### config.mk
export PLATFORM = sky130hd
export DESIGN_NAME = exception_flush_ctrl
export DESIGN_NICKNAME = d
export VERILOG_FILES = /design/src/rtl/exception_flush_ctrl_pkg.sv /design/src/rtl/exc_vector_calc.sv /design/src/rtl/exception_flush_ctrl.sv
export SDC_FILE = /design/constraint.sdc
export NUM_CORES = 1
export LEC_CHECK = 0
export ABC_AREA = 1
export BUFFER_PORTS_ARGS = -buffer_cell sky130_fd_sc_hd__buf_2
export CORE_ASPECT_RATIO = 1.75
export CORE_MARGIN = 2
export CORE_UTILIZATION = 40
export CTS_BUF_LIST = sky130_fd_sc_hd__clkbuf_4
export CTS_CLUSTER_DIAMETER = 30
export CTS_CLUSTER_SIZE = 28
export DETAILED_ROUTE_END_ITERATION = 8
export GPL_ROUTABILITY_DRIVEN = 0
export GPL_TIMING_DRIVEN = 0
export PLACE_DENSITY = 0.69
export SLEW_MARGIN = 20
export SYNTH_ARGS = -nofsm -noshare
export SYNTH_HDL_FRONTEND = slang
export SYNTH_SLANG_ARGS = --single-unit
### constraint.sdc
create_clock -name clk -period 2.05 [get_ports clk]
set_clock_uncertainty 0.2 [all_clocks]
set_input_delay 0.3075 -clock clk [delete_from_list [all_inputs] [get_ports clk]]
set_output_delay 0.3075 -clock clk [all_outputs]
set_load 0.05 [all_outputs]
### src/rtl/exception_flush_ctrl_pkg.sv
// Shared types and constants for the exception/ERET flush sequencer.
package exception_flush_ctrl_pkg;

  // Sequencer states, 2-bit encoding.
  typedef enum logic [1:0] {
    S_IDLE     = 2'd0,
    S_DRAIN    = 2'd1,
    S_FLUSH    = 2'd2,
    S_REDIRECT = 2'd3
  } state_e;

  // Kind of accepted request.
  typedef enum logic {
    KIND_EXC  = 1'b0,
    KIND_ERET = 1'b1
  } kind_e;

  // Offsets added to the exception vector base.
  localparam logic [11:0] REFILL_OFFSET  = 12'h000;
  localparam logic [11:0] GENERAL_OFFSET = 12'h180;

endpackage : exception_flush_ctrl_pkg

### src/rtl/exc_vector_calc.sv
// Combinational redirect-target selection for exceptions and ERET.
module exc_vector_calc
  import exception_flush_ctrl_pkg::*;
#(
  parameter logic [31:0] VEC_BASE = 32'hBFC0_0200
) (
  input  kind_e       kind_i,
  input  logic        tlb_refill_i,
  input  logic        status_exl_i,
  input  logic [31:0] epc_i,
  output logic [31:0] target_o
);

  logic [11:0] offset;

  // A TLB refill only uses the dedicated refill vector when not already at EXL.
  always_comb begin
    offset = GENERAL_OFFSET;
    if (tlb_refill_i && !status_exl_i) begin
      offset = REFILL_OFFSET;
    end
    if (kind_i == KIND_ERET) begin
      target_o = epc_i;
    end else begin
      target_o = VEC_BASE + {20'h0_0000, offset};
    end
  end

endmodule : exc_vector_calc

### src/rtl/exception_flush_ctrl.sv
// Sequencer turning an exception/ERET decision into drain, commit, flush and
// redirect steps for the pipeline.
module exception_flush_ctrl
  import exception_flush_ctrl_pkg::*;
#(
  parameter int          FLUSH_CYCLES = 2,
  parameter logic [31:0] VEC_BASE     = 32'hBFC0_0200
) (
  input  logic        clk,
  input  logic        rst,
  input  logic        exc_req,
  input  logic [4:0]  exc_code,
  input  logic        tlb_refill,
  input  logic        status_exl,
  input  logic        eret_req,
  input  logic [31:0] epc,
  input  logic        icache_busy,
  input  logic        dcache_busy,
  input  logic        redirect_ready,
  output logic        stall_all,
  output logic        flush_all,
  output logic        cp0_commit,
  output logic        eret_commit,
  output logic        redirect_valid,
  output logic [31:0] redirect_pc,
  output logic        busy
);

  localparam logic [3:0] FLUSH_LOAD = 4'(FLUSH_CYCLES - 1);

  state_e      state_q, state_d;
  kind_e       kind_q, kind_d;
  logic [3:0]  cnt_q, cnt_d;
  logic [31:0] target_q, target_d;
  logic        first_q, first_d;

  kind_e       accept_kind;
  logic [31:0] calc_target;

  // ExcCode travels straight to CP0; this block never stores or decodes it.
  logic        unused_exc_code;
  assign unused_exc_code = ^exc_code;

  // When both requests arrive together the exception takes priority.
  assign accept_kind = exc_req ? KIND_EXC : KIND_ERET;

  exc_vector_calc #(
    .VEC_BASE (VEC_BASE)
  ) u_vector_calc (
    .kind_i       (accept_kind),
    .tlb_refill_i (tlb_refill),
    .status_exl_i (status_exl),
    .epc_i        (epc),
    .target_o     (calc_target)
  );

  // State, counter, latched request and first-cycle marker registers.
  always_ff @(posedge clk) begin
    if (rst) begin
      state_q  <= S_IDLE;
      kind_q   <= KIND_EXC;
      cnt_q    <= 4'd0;
      target_q <= 32'h0;
      first_q  <= 1'b0;
    end else begin
      state_q  <= state_d;
      kind_q   <= kind_d;
      cnt_q    <= cnt_d;
      target_q <= target_d;
      first_q  <= first_d;
    end
  end

  // Next-state logic: accept in IDLE, wait out caches, count the flush, handshake.
  always_comb begin
    state_d  = state_q;
    kind_d   = kind_q;
    cnt_d    = cnt_q;
    target_d = target_q;
    first_d  = 1'b0;
    case (state_q)
      S_IDLE: begin
        if (exc_req || eret_req) begin
          kind_d   = accept_kind;
          target_d = calc_target;
          first_d  = 1'b1;
          if (icache_busy || dcache_busy) begin
            state_d = S_DRAIN;
          end else begin
            state_d = S_FLUSH;
            cnt_d   = FLUSH_LOAD;
          end
        end
      end
      S_DRAIN: begin
        if (!icache_busy && !dcache_busy) begin
          state_d = S_FLUSH;
          cnt_d   = FLUSH_LOAD;
        end
      end
      S_FLUSH: begin
        if (cnt_q == 4'd0) begin
          state_d = S_REDIRECT;
        end else begin
          cnt_d = cnt_q - 4'd1;
        end
      end
      S_REDIRECT: begin
        if (redirect_ready) begin
          state_d = S_IDLE;
        end
      end
      default: state_d = S_IDLE;
    endcase
  end

  // Outputs decode registered state only, so no input reaches an output directly.
  always_comb begin
    busy           = (state_q != S_IDLE);
    stall_all      = (state_q == S_DRAIN) || (state_q == S_FLUSH);
    flush_all      = (state_q == S_FLUSH);
    redirect_valid = (state_q == S_REDIRECT);
    redirect_pc    = target_q;
    cp0_commit     = first_q && (kind_q == KIND_EXC);
    eret_commit    = first_q && (kind_q == KIND_ERET);
  end

endmodule : exception_flush_ctrl

---- Yosys cells after proc, flatten, opt, wreduce, memory -nomap -nowiden ----
Index checks and enable logic that the tools add are counted.
storage, ports and cells
  flip-flop bits (word level) ............. 40
  output and inout bits ................... 38
  word-level logic and storage cells ...... 51
operators by class
  add/sub/neg operators ................... 2
  eq/ne operators ......................... 9
  mux-type cells .......................... 15
  bitwise logic cells ..................... 2
  reductions and logical operators ........ 18
operators with widths
  cell                                              number
  adder 32 x 12 -> 32 bit, first input constant     1
  2-to-1 mux 32 bit                                 1
  2-to-1 mux 4 bit                                  4
  one-hot mux 4 bit (3 select lines)                1
  2-to-1 mux 2 bit                                  5
  != test 2 bit, second input constant              5
  2-to-1 mux 9 bit                                  1
  one-hot mux 2 bit (4 select lines)                1
  AND reduction 5 bit                               1
  == test 2 bit, second input constant              2
  logical AND 1 bit                                 4
  zero test 4 bit                                   1
  AND reduction 4 bit                               1
  subtractor 4 x 1 -> 4 bit, second input constant  1
  zero test 1 bit                                   3
  logical OR 1 bit                                  3
  nonzero test 3 bit                                1
  == test 2 x 1 -> 1 bit, second input constant     1
  zero test 2 bit                                   1
  2-to-1 mux 1 bit                                  2
  != test 2 x 1 -> 1 bit, second input constant     1
  inverter 1 bit                                    2
  AND reduction 2 bit                               1
  nonzero test 2 bit                                1
  OR reduction 2 bit                                1

---- Depth between registers and ports, before layout ----
Gate-level depths: netlist of run 1.
  word-level depth ........................ 5
  mapped depth ............................ 10

---- Modules after synthesis ----
From an unflattened synthesis of run 1, not the netlist that was laid out.
second synthesis, totals
  cell total of the unflattened synthesis .. 280
  area total of the unflattened synthesis .. 1896.8 um2
modules (own cells, without submodules)
  module                instances  cells an instance  area each (um2)  seq. area each (um2)
  exception_flush_ctrl  1          219                1639.1           800.8
  exc_vector_calc       1          61                 257.7            0.0

---- Least setup slack after synthesis of run 1 ----
OpenSTA, ideal clock, no wires.
  path kind ............................... register to register
  from .................................... reg state_q[0]
  to ...................................... reg cnt_q[0]
  library setup time ...................... 0.113 ns
  data arrival time ....................... 1.458 ns
  required time ........................... 1.737 ns
  slack ................................... 0.278 ns
  stages on the path, launching flop included .. 9
  path buffers ............................ 0
  path through ............................ dfxtp_1 inv_1 ha_1 inv_2 nor2_1 nor2_2 nand3_2 nor2_1 nor2_1
on the way
  longest elaborated chain between the ends .. 3
  elaborated cells between the ends (all ways) .. 10
ends and longest elaborated chain
  element                                                               RTL line                    text
  from (decl)                                                           exception_flush_ctrl.sv:31  state_e state_q, state_d;
  from (signal assigned)                                                exception_flush_ctrl.sv:66  state_q <= state_d;
  == test 2 bit (tied with other cells)                                 exception_flush_ctrl.sv:81  case (state_q)
  != test 2 bit (no line) / nonzero test 3 bit (equally long branches)  --
  AND reduction 5 bit (no line)                                         --
  to (signal assigned)                                                  exception_flush_ctrl.sv:68  cnt_q <= cnt_d;
  to (decl)                                                             exception_flush_ctrl.sv:33  logic [3:0] cnt_q, cnt_d;
Several ways; a longest one is shown, not always the timed one.
A chain may end at the register's enable or synchronous reset.

---- Worst setup path after layout of run 1 ----
  from .................................... reg state_q[1]
  to ...................................... out flush_all
on the way
  longest elaborated chain between the ends .. 1
ends and longest elaborated chain
  element        RTL line                     text
  == test 2 bit  exception_flush_ctrl.sv:121  flush_all = (state_q == S_FLUSH);
  to (decl)      exception_flush_ctrl.sv:21   output logic flush_all,
Every way passes these cells.

==> out/metrics.csv, run 1 <==
stage;metric;value;unit
pwr;combPwrFrac;51.9;%
timing;fin_crit_sh;95.1;%
pwr;p_per_area;1300;mW/mm2
timing;fin_crit;1.95;ns
routing;wl_per_cell;10.8;um
synth;synth-main-ff-cell;dfxtp_1;
synth;synth_edf_count;0;
clocking;clock-sinks;40;
timing;whs;0.0212;ns
timing;tns;0;ns
clocking;cts_buffers;5;
finish;diodes;0;
setup_path;required;1.54;ns
flow_run;max-cap-violations;0;
grt;grt_pass1_wl;6970;um
clocking;cts.root.buffer_cell;clkbuf_4;
worst_hold_path;hold_class;in -> reg;
pwr;p_seq_share;32.5;%
grt;antenna_found_initial;0;
finish;synthToLayoutAreaGrowth;48.3;%
synth;synth.most_common_cell;nand2_1;
synth;avgSynthCellArea;7.19;um2
floorplanning;coreArea;0.00411;mm2
timing;setup_ws;0.100;ns
placed_design;dpl.hpwl;3020;um
pwr;switching_power;1560;uW
synth;ys_seq_area_share;47.4;%
routing;drc;0;
timing;hold_viol_final;0;
placed_design;portBuffers;78;
grt;grt_pass1_vias;1650;
setup_path;path_max_fanout;8;
synth;netlist.area_leader.share;47.4;%
pwr;power.leakage;0.00129;uW
synth;synth_cell_types;21;
timing;finalMaxSlewViolations;0;
setup_path;critPathKind;reg -> out;
floorplanning;rows;31;
setup_path;crit_path_start_kind;flop;
worst_hold_path;hold_depth;3;
status;status;complete, no violations;
placed_design;post-place-ws;0.271;ns
pwr;totalPowerFinal;3270;uW
grt;grt_overflow_total;0;
routing;ant_nets;0;
grt;grt_start_max_net_pins;13;
timing;rsz0062_at_grt;no;
clocking;clockBufferDepth;2;
grt;track_usage;19.1;%
routing;drtIter0Drc;25;
finish;nets;400;
synth;yosys.area.top_type;dfxtp_1;
synth;async_flop_share;0;%
pwr;ir_drop;0.000830;V
synth;ys_warn_count;0;
finish;fillers;410;
finish;drive_above_1_share;29.2;%
clocking;cts_tree;built;
pwr;p_int;1710;uW
clocking;path_clk_slew;0.11;ns
floorplanning;die_y;90.0;um
floorplanning;start_util;41.1;%
synth;netlist_top_cells_count;nand2_1 (65), nor2_1 (44), dfxtp_1 (40), a21oi_1 (24), inv_1 (18);
synth;synthTopCellsByArea;dfxtp_1 (47%), nand2_1 (14%), nor2_1 (9.8%);
timing;worstMarginPinSlew;0.465;ns
clocking;cts_max_level;2;
routing;dr_total_vias;1790;
clocking;post_cts_buffers;0;
synth;synth_cells;235;
setup_path;end_kind;output pin;
setup_path;r2r_cells;8;
pwr;p_clk_share;15.7;%
timing;max_freq;513;MHz
routing;via_per_inst;4.50;
floorplanning;ioPinCount;84;
synth;syn_area;0.00169;mm2
setup_path;worst_ep_arrival_time;1.44;ns
routing;drt-pass1-iter-count;4;
clocking;clk_latency;0.34;ns
routing;drt-total-wl;4290;um
timing;maxSlewHeadroom;69.0;%
synth;synth_nets;287;
floorplanning;die_w;53.1;um
floorplanning;die_area;0.00478;mm2
pwr;swShare;47.7;%
timing;setup_viol;0;
synth;ys_ff_latch;40;
[flip-flops by register name, summed over array words and instances (netlist names)]
name	count
state_q	2
kind_q	1
cnt_q	4
redirect_pc	32
first_q	1
[cell type report]
type | instances | area, um2 | share of cell area, %
inverter | 22 | 83.8 | 3.35
buffer | 9 | 53.8 | 2.15
timing repair buffer | 106 | 673 | 26.9
clock inverter | 2 | 35.0 | 1.40
sequential | 40 | 802 | 32.0
clock buffer | 6 | 45.0 | 1.80
multi-input combinational | 164 | 751 | 30.0
tap | 49 | 61.3 | 2.45
[stage by stage]
stage,util [%],std cells,area [um2]
after floorplan,-,235,1690
after global placement,52.1,362,2140
after detailed placement,52.1,362,2140
after CTS,60.8,398,2500
after global routing,60.9,398,2500
final,60.9,398,2500
[routing by layer]
layer	GRT usage, %	share of wire, %
met1	19.6	40
met4	6.41	1.6
met3	3.99	4.6
met5	0	0
met2	35.9	54
[power groups by stage]
| stage | clock [uW] | combinational, uW | sequential (uW) |
|---|---|---|---|
| finish | 511 | 1690 | 1060 |
| global route | 566 | 1870 | 1080 |
| CTS | 536 | 1710 | 1060 |
| detailed placement | 0 | 1660 | 1080 |
| global placement | 0 | 1650 | 1070 |
| floorplan | 0 | 863 | 1510 |
[critical path, stage by stage, from the launching register on]
cell and delay, ns:
dfxtp_1 0.42, ha_1 0.36, buf_2 0.33
[final timing paths]
check	startpoint	end	slack, ns
hold reg to reg	redirect_pc[2]	redirect_pc[2]	0.27
setup reg to reg	state_q[1]	redirect_pc[6]	0.31
hold / removal	epc[4]	redirect_pc[4]	0.02
setup / recovery	state_q[1]	flush_all	0.10
[logic make-up (layout without fill, tap and decap cells)]
kind of cell	after synthesis	after routing	share of synthesized area (%)
DFF	40	40	47.4
AOI/OAI and AO/OA	38	38	11.6
and+or+nand+nor	120	120	28.4
adders and majority gates	6	6	4.44
buffers and inverters	31	145	8.15
[what timing repair did]
action                                  in CTS  in global routing
resized for setup                            0                  2
endpoints found under the setup margin       0                  2
hold endpoints to repair                    28                  0
hold buffers                                28                  0
[layout by cell type, fill, tap and decap left out, types with 3 or more instances in the layout]
cell type      count
inv_1             18
a21oi_1           24
nand3_1            6
buf_2             80
o21ai_0           12
nor2_1            44
clkbuf_4           7
clkbuf_1           3
dlygate4sd3_1     28
inv_2              3
dfxtp_1           39
ha_1               6
nand2_1           65
Note: power is estimated with default switching activity, not from simulation.
==> inputs of run 2 (changes only) <==
--- a/config.mk
+++ b/config.mk
@@ -16,8 +16,8 @@
 export DETAILED_ROUTE_END_ITERATION = 8
 export GPL_ROUTABILITY_DRIVEN = 0
 export GPL_TIMING_DRIVEN = 0
-export PLACE_DENSITY = 0.69
-export SLEW_MARGIN = 20
+export PLACE_DENSITY = 0.67
 export SYNTH_ARGS = -nofsm -noshare
 export SYNTH_HDL_FRONTEND = slang
+export SYNTH_HIERARCHICAL = 1
 export SYNTH_SLANG_ARGS = --single-unit
==> run 2 against run 1 <==
Net effect: wire length up 10%; power increased by 19%; maximum frequency grew 1.1%; flip-flop and latch count is the same; sequential share of layout area increased by 1.0 points; largest power group unchanged.
==> out/metrics.csv, run 2 <==
stage;metric;value;unit;change
timing;whs;0.0634;ns;was 0.0212 ns
floorplanning;die_y;95.1;um;was 90.0 um
routing;dr_total_vias;1966;;was 1,790
synth;netlist.area_leader.share;42.2;%;was 47.4%
finish;synthToLayoutAreaGrowth;28.0;%;was 48.3%
floorplanning;ioPinCount;84;;unchanged
synth;async_flop_share;0;%;unchanged
synth;synth-main-ff-cell;dfxtp_1;;unchanged
synth;netlist_top_cells_count;nor2_1 (77), nand2_1 (42), dfxtp_1 (40), inv_1 (34), o21ai_0 (34);;was nand2_1 (65), nor2_1 (44), dfxtp_1 (40), a21oi_1 (24), inv_1 (18)
setup_path;required;1.54;ns;about the same
clocking;clockBufferDepth;2;;unchanged
clocking;clock-sinks;40;;unchanged
pwr;combPwrFrac;58.7;%;was 51.9%
finish;fillers;514;;was 410
timing;finalMaxSlewViolations;0;;unchanged
finish;multi_input_area;901;um2;was 751 um2
placed_design;portBuffers;78;;unchanged
synth;synth_cell_types;20;;was 21
timing;maxSlewHeadroom;74.7;%;was 69.0%
timing;setup_viol;0;;unchanged
routing;drc;0;;unchanged
synth;yosys.area.top_type;dfxtp_1;;unchanged
routing;drt-total-wl;4730;um;was 4290 um
timing;max_freq;519;MHz;was 513 MHz
routing;wl_per_cell;11.3;um;was 10.8 um
synth;avgSynthCellArea;6.77;um2;was 7.19 um2
routing;drtIter0Drc;39;;was 25
setup_path;worst_ep_arrival_time;1.42;ns;was 1.44 ns
grt;grt_pass1_vias;1833;;was 1,650
placed_design;dpl.hpwl;3640;um;was 3020 um
worst_hold_path;hold_class;in -> reg;;unchanged
clocking;clk_latency;0.34;ns;about the same
synth;synth_edf_count;0;;unchanged
routing;drt-pass1-iter-count;4;;unchanged
timing;tns;0;ns;unchanged
clocking;cts_buffers;5;;unchanged
floorplanning;die_area;0.00533;mm2;was 0.00478 mm2
timing;rsz0062_at_grt;no;;unchanged
synth;ys_warn_count;6;;was 0
pwr;p_per_area;1590;mW/mm2;was 1300 mW/mm2
timing;fin_crit_sh;94.0;%;was 95.1%
grt;grt_start_max_net_pins;13;;unchanged
pwr;switching_power;2130;uW;was 1560 uW
setup_path;r2r_slack;0.34;ns;was 0.31 ns
routing;wl_met1;1860;um;was 1710 um
synth;synthTopCellsByArea;dfxtp_1 (42%), nor2_1 (15%), o21ai_0 (9.0%);;was dfxtp_1 (47%), nand2_1 (14%), nor2_1 (9.8%)
timing;hold_viol_final;0;;unchanged
finish;diodes;0;;unchanged
floorplanning;coreArea;0.00462;mm2;was 0.00411 mm2
clocking;cts_max_level;2;;unchanged
pwr;power.leakage;0.00140;uW;was 0.00129 uW
synth;synth.most_common_cell;nor2_1;;was nand2_1
finish;nets;420;;was 400
floorplanning;start_util;41.0;%;was 41.1%
clocking;cts.root.buffer_cell;clkbuf_4;;unchanged
synth;synth_cells;280;;was 235
finish;largest_reg_flops;32;;unchanged
synth;ys_seq_area_share;42.2;%;was 47.4%
setup_path;end_kind;output pin;;unchanged
status;status;complete, no violations;;unchanged
finish;layout_common_cells;buf_2 (85), nor2_1 (77), nand2_1 (42), dfxtp_1 (39);;was buf_2 (80), nand2_1 (65), nor2_1 (44), dfxtp_1 (39), dlygate4sd3_1 (28)
pwr;ir_drop;0.000922;V;was 0.000830 V
floorplanning;die_w;56.1;um;was 53.1 um
finish;drive_above_1_share;28.3;%;was 29.2%
timing;worstMarginPinSlew;0.379;ns;was 0.465 ns
grt;grt_overflow_total;0;;unchanged
finish;regArea;802;um2;unchanged
clocking;path_clk_slew;0.12;ns;was 0.11 ns
grt;antenna_found_initial;0;;unchanged
synth;synth_nets;333;;was 287
finish;final_common_cell;buf_2;;unchanged
clocking;cts_tree;built;;unchanged
pwr;p_clk_share;9.8;%;was 15.7%
setup_path;max_stage_delay;0.41;ns;was 0.42 ns
routing;routed-wl-met3;240;um;was 198 um
flow_run;max-cap-violations;0;;unchanged
setup_path;worst_path_max_delay_cell;dfxtp_1;;unchanged
routing;top_layer;met4;;unchanged
grt;track_usage;18.4;%;was 19.1%
routing;ant_nets;0;;unchanged
timing;fin_crit;1.93;ns;was 1.95 ns
synth;syn_area;0.00190;mm2;was 0.00169 mm2
floorplanning;rows;33;;was 31
setup_path;crit_path_cell_trace;inv_1 > ha_1 > inv_2 > clkbuf_4;;was ha_1 > buf_2
pwr;p_seq_share;31.5;%;was 32.5%
finish;final_cell_area;0.00243;mm2;was 0.00250 mm2
synth;ys_ff_latch;40;;unchanged
setup_path;crit_path_start_kind;flop;;unchanged
placed_design;placed_cell_area;0.00235;mm2;was 0.00214 mm2
pwr;swShare;55.0;%;was 47.7%
grt;grt_pass1_wl;7830;um;was 6970 um
setup_path;critPathKind;reg -> out;;unchanged
pwr;p_int;1740;uW;was 1710 uW
setup_path;path_max_fanout;5;;was 8
routing;via_per_inst;4.68;;was 4.50
routing;wl_met2;2550;um;was 2320 um
==> run 2: cell types whose count changed in the layout (fill, tap and decap cells not counted), sizes merged, moves of 2 or more <==
cell,delta
nand2,-24
buf,+3
o21ai,+22
dlygate4sd3,-26
inv,+16
nand4,+2
or2,+9
a21oi,-17
nor2,+35
==> run 2: final cells by class <==
| class | count | share of cell area (%) |
|---|---|---|
| multi-input cells | 191 | 37.1 |
| inverters | 37 | 5.72 |
| plain buffers | 12 | 2.32 |
| repair buffers | 80 | 17.0 |
| clock buffers | 5 | 1.55 |
| clock inverters | 3 | 0.567 |
| well taps | 52 | 2.68 |
| flip-flops and latches | 40 | 33.0 |
==> run 2: timing repair <==
item	4_1_cts	5_1_grt
gates resized for setup	0	2
hold buffers	2	0
endpoints found under the setup margin	0	1
buffers inserted	0	0
endpoints found under the hold margin	5	0
==> run 2: power groups by stage <==
stage / Sequential [uW] / Clock (uW) / Combinational (uW)
6_report: 1220 / 378 / 2270
5_1_grt: 1260 / 428 / 2450
4_1_cts: 1220 / 394 / 2290
3_5_place_dp: 1230 / 0 / 2290
3_3_place_gp: 1230 / 0 / 2260
2_1_floorplan: 2040 / 0 / 946
==> run 2: per-layer routing <==
metal / GRT usage, % / up-vias
li1: - / 1023
met1: 19.2 / 881
met2: 35.1 / 56
met3: 3.93 / 6
met4: 7.34 / 0
met5: 0 / -
==> run 2: worst paths after layout <==
check / cells past startpoint / from / to
max reg2reg: 8 / state_q[1] / redirect_pc[7]
min reg2reg: 2 / cnt_q[1] / cnt_q[1]
min: 5 / epc[18] / redirect_pc[18]
max: 4 / state_q[1] / busy
==> run 2: metrics by stage <==
step           instances  utilization (%)  worst slack [ns]  total power [uW]
2_1_floorplan        280                -             0.329              2990
3_3_place_gp         410             50.9             0.361              3490
3_5_place_dp         410             50.9             0.336              3520
4_1_cts              420             52.4            0.0409              3910
5_1_grt              420             52.5           0.00732              4140
6_report             420             52.5             0.122              3870
==> run 2: logic make-up after synthesis <==
group / share of synthesized area [%]
compound gates: 11.2
xor+xnor: 0.462
fa+ha+maj: 4.62
buf+inv: 10.3
flops: 42.2
simple gates: 31.2
==> run 2: worst max-delay path, delay by kind of cell, from the launching register on <==
family,cells,cell delay [ns]
fa+ha+maj,1,0.22
flops,1,0.41
buf+inv,3,0.44
==> inputs of run 3 (changes only) <==
--- a/config.mk
+++ b/config.mk
@@ -5,7 +5,6 @@
 export SDC_FILE = /design/constraint.sdc
 export NUM_CORES = 1
 export LEC_CHECK = 0
-export ABC_AREA = 1
 export BUFFER_PORTS_ARGS = -buffer_cell sky130_fd_sc_hd__buf_2
 export CORE_ASPECT_RATIO = 1.75
 export CORE_MARGIN = 2
@@ -16,7 +15,7 @@
 export DETAILED_ROUTE_END_ITERATION = 8
 export GPL_ROUTABILITY_DRIVEN = 0
 export GPL_TIMING_DRIVEN = 0
-export PLACE_DENSITY = 0.67
+export PLACE_DENSITY = 0.68
 export SYNTH_ARGS = -nofsm -noshare
 export SYNTH_HDL_FRONTEND = slang
 export SYNTH_HIERARCHICAL = 1
==> run 3 against run 2 <==
Net effect: worst hold slack lost 0.028 ns; sequential power is 15% lower; via count down 6.7%; clock power increased by 5.8%; maximum frequency shrank 3.9%; sequential share of layout area shrank 0.51 points; worst setup slack lost 0.078 ns; synthesized cell count decreased by 15%; core utilization increased by 1.9 points.
==> out/metrics.csv, run 3 <==
stage;metric;value;unit;change
grt;grt_pass1_wl;7290;um;was 7830 um
finish;nets;378;;was 420
placed_design;dpl.hpwl;3460;um;was 3640 um
timing;worstMarginPinSlew;0.532;ns;was 0.379 ns
finish;drive_above_1_share;35.6;%;was 28.3%
pwr;totalPowerFinal;3350;uW;was 3870 uW
floorplanning;ioPinCount;84;;unchanged
finish;synthToLayoutAreaGrowth;32.7;%;was 28.0%
worst_hold_path;hold_class;in -> reg;;unchanged
floorplanning;die_area;0.00528;mm2;was 0.00533 mm2
timing;maxSlewHeadroom;64.5;%;was 74.7%
clocking;clk_latency;0.33;ns;was 0.34 ns
routing;via_per_inst;4.85;;was 4.68
setup_path;end_kind;flop;;was output pin
worst_hold_path;worstHoldStart;exc_req;;was epc[18]
timing;max_freq;498;MHz;was 519 MHz
clocking;clock-sinks;40;;unchanged
timing;setup_ws;0.0435;ns;was 0.122 ns
finish;fillers;468;;was 514
synth;syn_area;0.00188;mm2;was 0.00190 mm2
grt;track_usage;17.6;%;was 18.4%
setup_path;path_max_fanout;9;;was 5
pwr;ir_drop;0.000714;V;was 0.000922 V
setup_path;rr_startpoint;state_q[0];;was state_q[1]
synth;synth_cells;238;;was 280
floorplanning;rows;33;;unchanged
flow_run;max-cap-violations;0;;unchanged
synth;synth_edf_count;0;;unchanged
synth;synth.most_common_cell;nand2_1;;was nor2_1
synth;ys_ff_latch;40;;unchanged
synth;synth_nets;291;;was 333
synth;synth_cell_types;31;;was 20
routing;drc;0;;unchanged
synth;avgSynthCellArea;7.89;um2;was 6.77 um2
clocking;cts.root.buffer_cell;clkbuf_4;;unchanged
timing;setup_viol;0;;unchanged
pwr;power.leakage;0.00118;uW;was 0.00140 uW
clocking;holdBufCountCts;0;;was 2
placed_design;post-place-ws;-0.105;ns;was 0.336 ns
synth;ys_seq_area_share;42.6;%;was 42.2%
timing;finalMaxSlewViolations;0;;unchanged
status;status;complete, no violations;;unchanged
clocking;clockBufferDepth;2;;unchanged
placed_design;portBuffers;77;;was 78
synth;yosys.area.top_type;dfxtp_1;;unchanged
routing;ant_nets;0;;unchanged
setup_path;critPathKind;reg -> reg;;was reg -> out
grt;antenna_found_initial;0;;unchanged
routing;dr_total_vias;1835;;was 1,966
routing;drt-pass1-iter-count;4;;unchanged
setup_path;crit_path_start_kind;flop;;unchanged
grt;grt_overflow_total;0;;unchanged
setup_path;startpoint;state_q[0];;was state_q[1]
routing;drtIter0Drc;48;;was 39
finish;final_common_cell;buf_2;;unchanged
timing;tns;0;ns;unchanged
pwr;p_per_area;1340;mW/mm2;was 1590 mW/mm2
grt;grt_pass1_vias;1675;;was 1,833
floorplanning;die_y;94.6;um;was 95.1 um
synth;netlist_top_cells_count;nand2_1 (64), dfxtp_1 (40), a21oi_1 (38), and2_1 (21), clkbuf_1 (10);;was nor2_1 (77), nand2_1 (42), dfxtp_1 (40), inv_1 (34), o21ai_0 (34)
clocking;cts_tree;built;;unchanged
synth;synth-main-ff-cell;dfxtp_1;;unchanged
synth;netlist.area_leader.share;42.6;%;was 42.2%
synth;ys_warn_count;6;;unchanged
grt;grt_start_max_net_pins;13;;unchanged
clocking;cts_buffers;5;;unchanged
finish;layout_common_cells;buf_2 (80), nand2_1 (64), a21oi_1 (38), dfxtp_1 (36), and2_1 (21);;was buf_2 (85), nor2_1 (77), nand2_1 (42), dfxtp_1 (39)
setup_path;worst_ep_arrival_time;2.02;ns;was 1.42 ns
synth;synthTopCellsByArea;dfxtp_1 (43%), nand2_1 (13%), a21oi_1 (10%);;was dfxtp_1 (42%), nor2_1 (15%), o21ai_0 (9.0%)
finish;diodes;0;;unchanged
finish;multi_input_area;0.00105;mm2;was 901 um2
setup_path;required;2.06;ns;was 1.54 ns
routing;wl_per_cell;12.3;um;was 11.3 um
clocking;path_clk_slew;0.12;ns;about the same
timing;hold_viol_final;0;;unchanged
routing;drt-total-wl;4630;um;was 4730 um
timing;fin_crit;2.01;ns;was 1.93 ns
synth;async_flop_share;0;%;unchanged
floorplanning;coreArea;0.00458;mm2;was 0.00462 mm2
timing;fin_crit_sh;97.9;%;was 94.0%
clocking;cts_max_level;2;;unchanged
finish;largest_reg_flops;32;;unchanged
finish;regArea;811;um2;was 802 um2
floorplanning;start_util;41.0;%;about the same
floorplanning;die_w;55.8;um;was 56.1 um
[run 3: cell families (layout without fill, tap and decap cells)]
logic type | Yosys count | in the layout | share of synthesized area (%)
and+or+nand+nor | 117 | 117 | 31.2
AOI/OAI and AO/OA | 48 | 48 | 15.0
DFF | 40 | 40 | 42.6
buffers and inverters | 23 | 111 | 4.93
adders and majority gates | 7 | 7 | 4.66
muxes | 3 | 3 | 1.60
[run 3: area by class of cell]
type,count,share of cell area (%)
clock buffer,6,1.81
multi-input combinational,175,42.0
timing repair buffer,81,16.7
sequential,40,32.5
buffer,14,2.71
inverter,8,1.20
clock inverter,2,0.452
tap,52,2.61
[run 3: where the power goes]
| part | internal [uW] | total, uW | leakage, uW | switching [uW] |
|---|---|---|---|---|
| Clock | 144 | 400 | 0.0000293 | 256 |
| Combinational | 625 | 1910 | 0.000819 | 1280 |
| Sequential | 950 | 1040 | 0.000330 | 93.3 |
[run 3: final timing paths]
check / to / slack, ns / cells after the start
setup reg to reg: cnt_q[2] / 0.04 / 7
hold / removal: kind_q / 0.04 / 2
hold reg to reg: redirect_pc[0] / 0.26 / 2
setup / recovery: cnt_q[2] / 0.04 / 7
[run 3: routing by layer]
metal	track usage, %	vias up	part of all wire, %
met1	17.7	835	39
li1	-	946	-
met4	8.54	0	1.7
met3	3.70	6	4.6
met5	0	-	0
met2	33.6	48	55
[run 3: critical path: stages, from the launching register on]
cell      delay, ns
dfxtp_4        0.37
inv_1          0.09
ha_4           0.17
buf_4          0.16
and4bb_4       0.21
or4_4          0.46
o21ai_1        0.16
a21oi_1        0.07
[run 3: repair_timing]
action | 4_1_cts | 5_1_grt
setup buffers | 1 | 3
setup endpoints to repair | 37 | 38
resized for setup | 7 | 18
pin swaps | 1 | 3
[run 3: stage by stage]
step	utilization [%]	std cells	instance area, um2	hold slack, ns
detailed placement	51.2	367	2350	0.245
CTS	53.0	376	2430	0.0196
finish	54.4	378	2490	0.0356
global route	54.4	378	2490	0.0131
global placement	51.2	367	2350	0.240
floorplan	-	238	1900	0.208
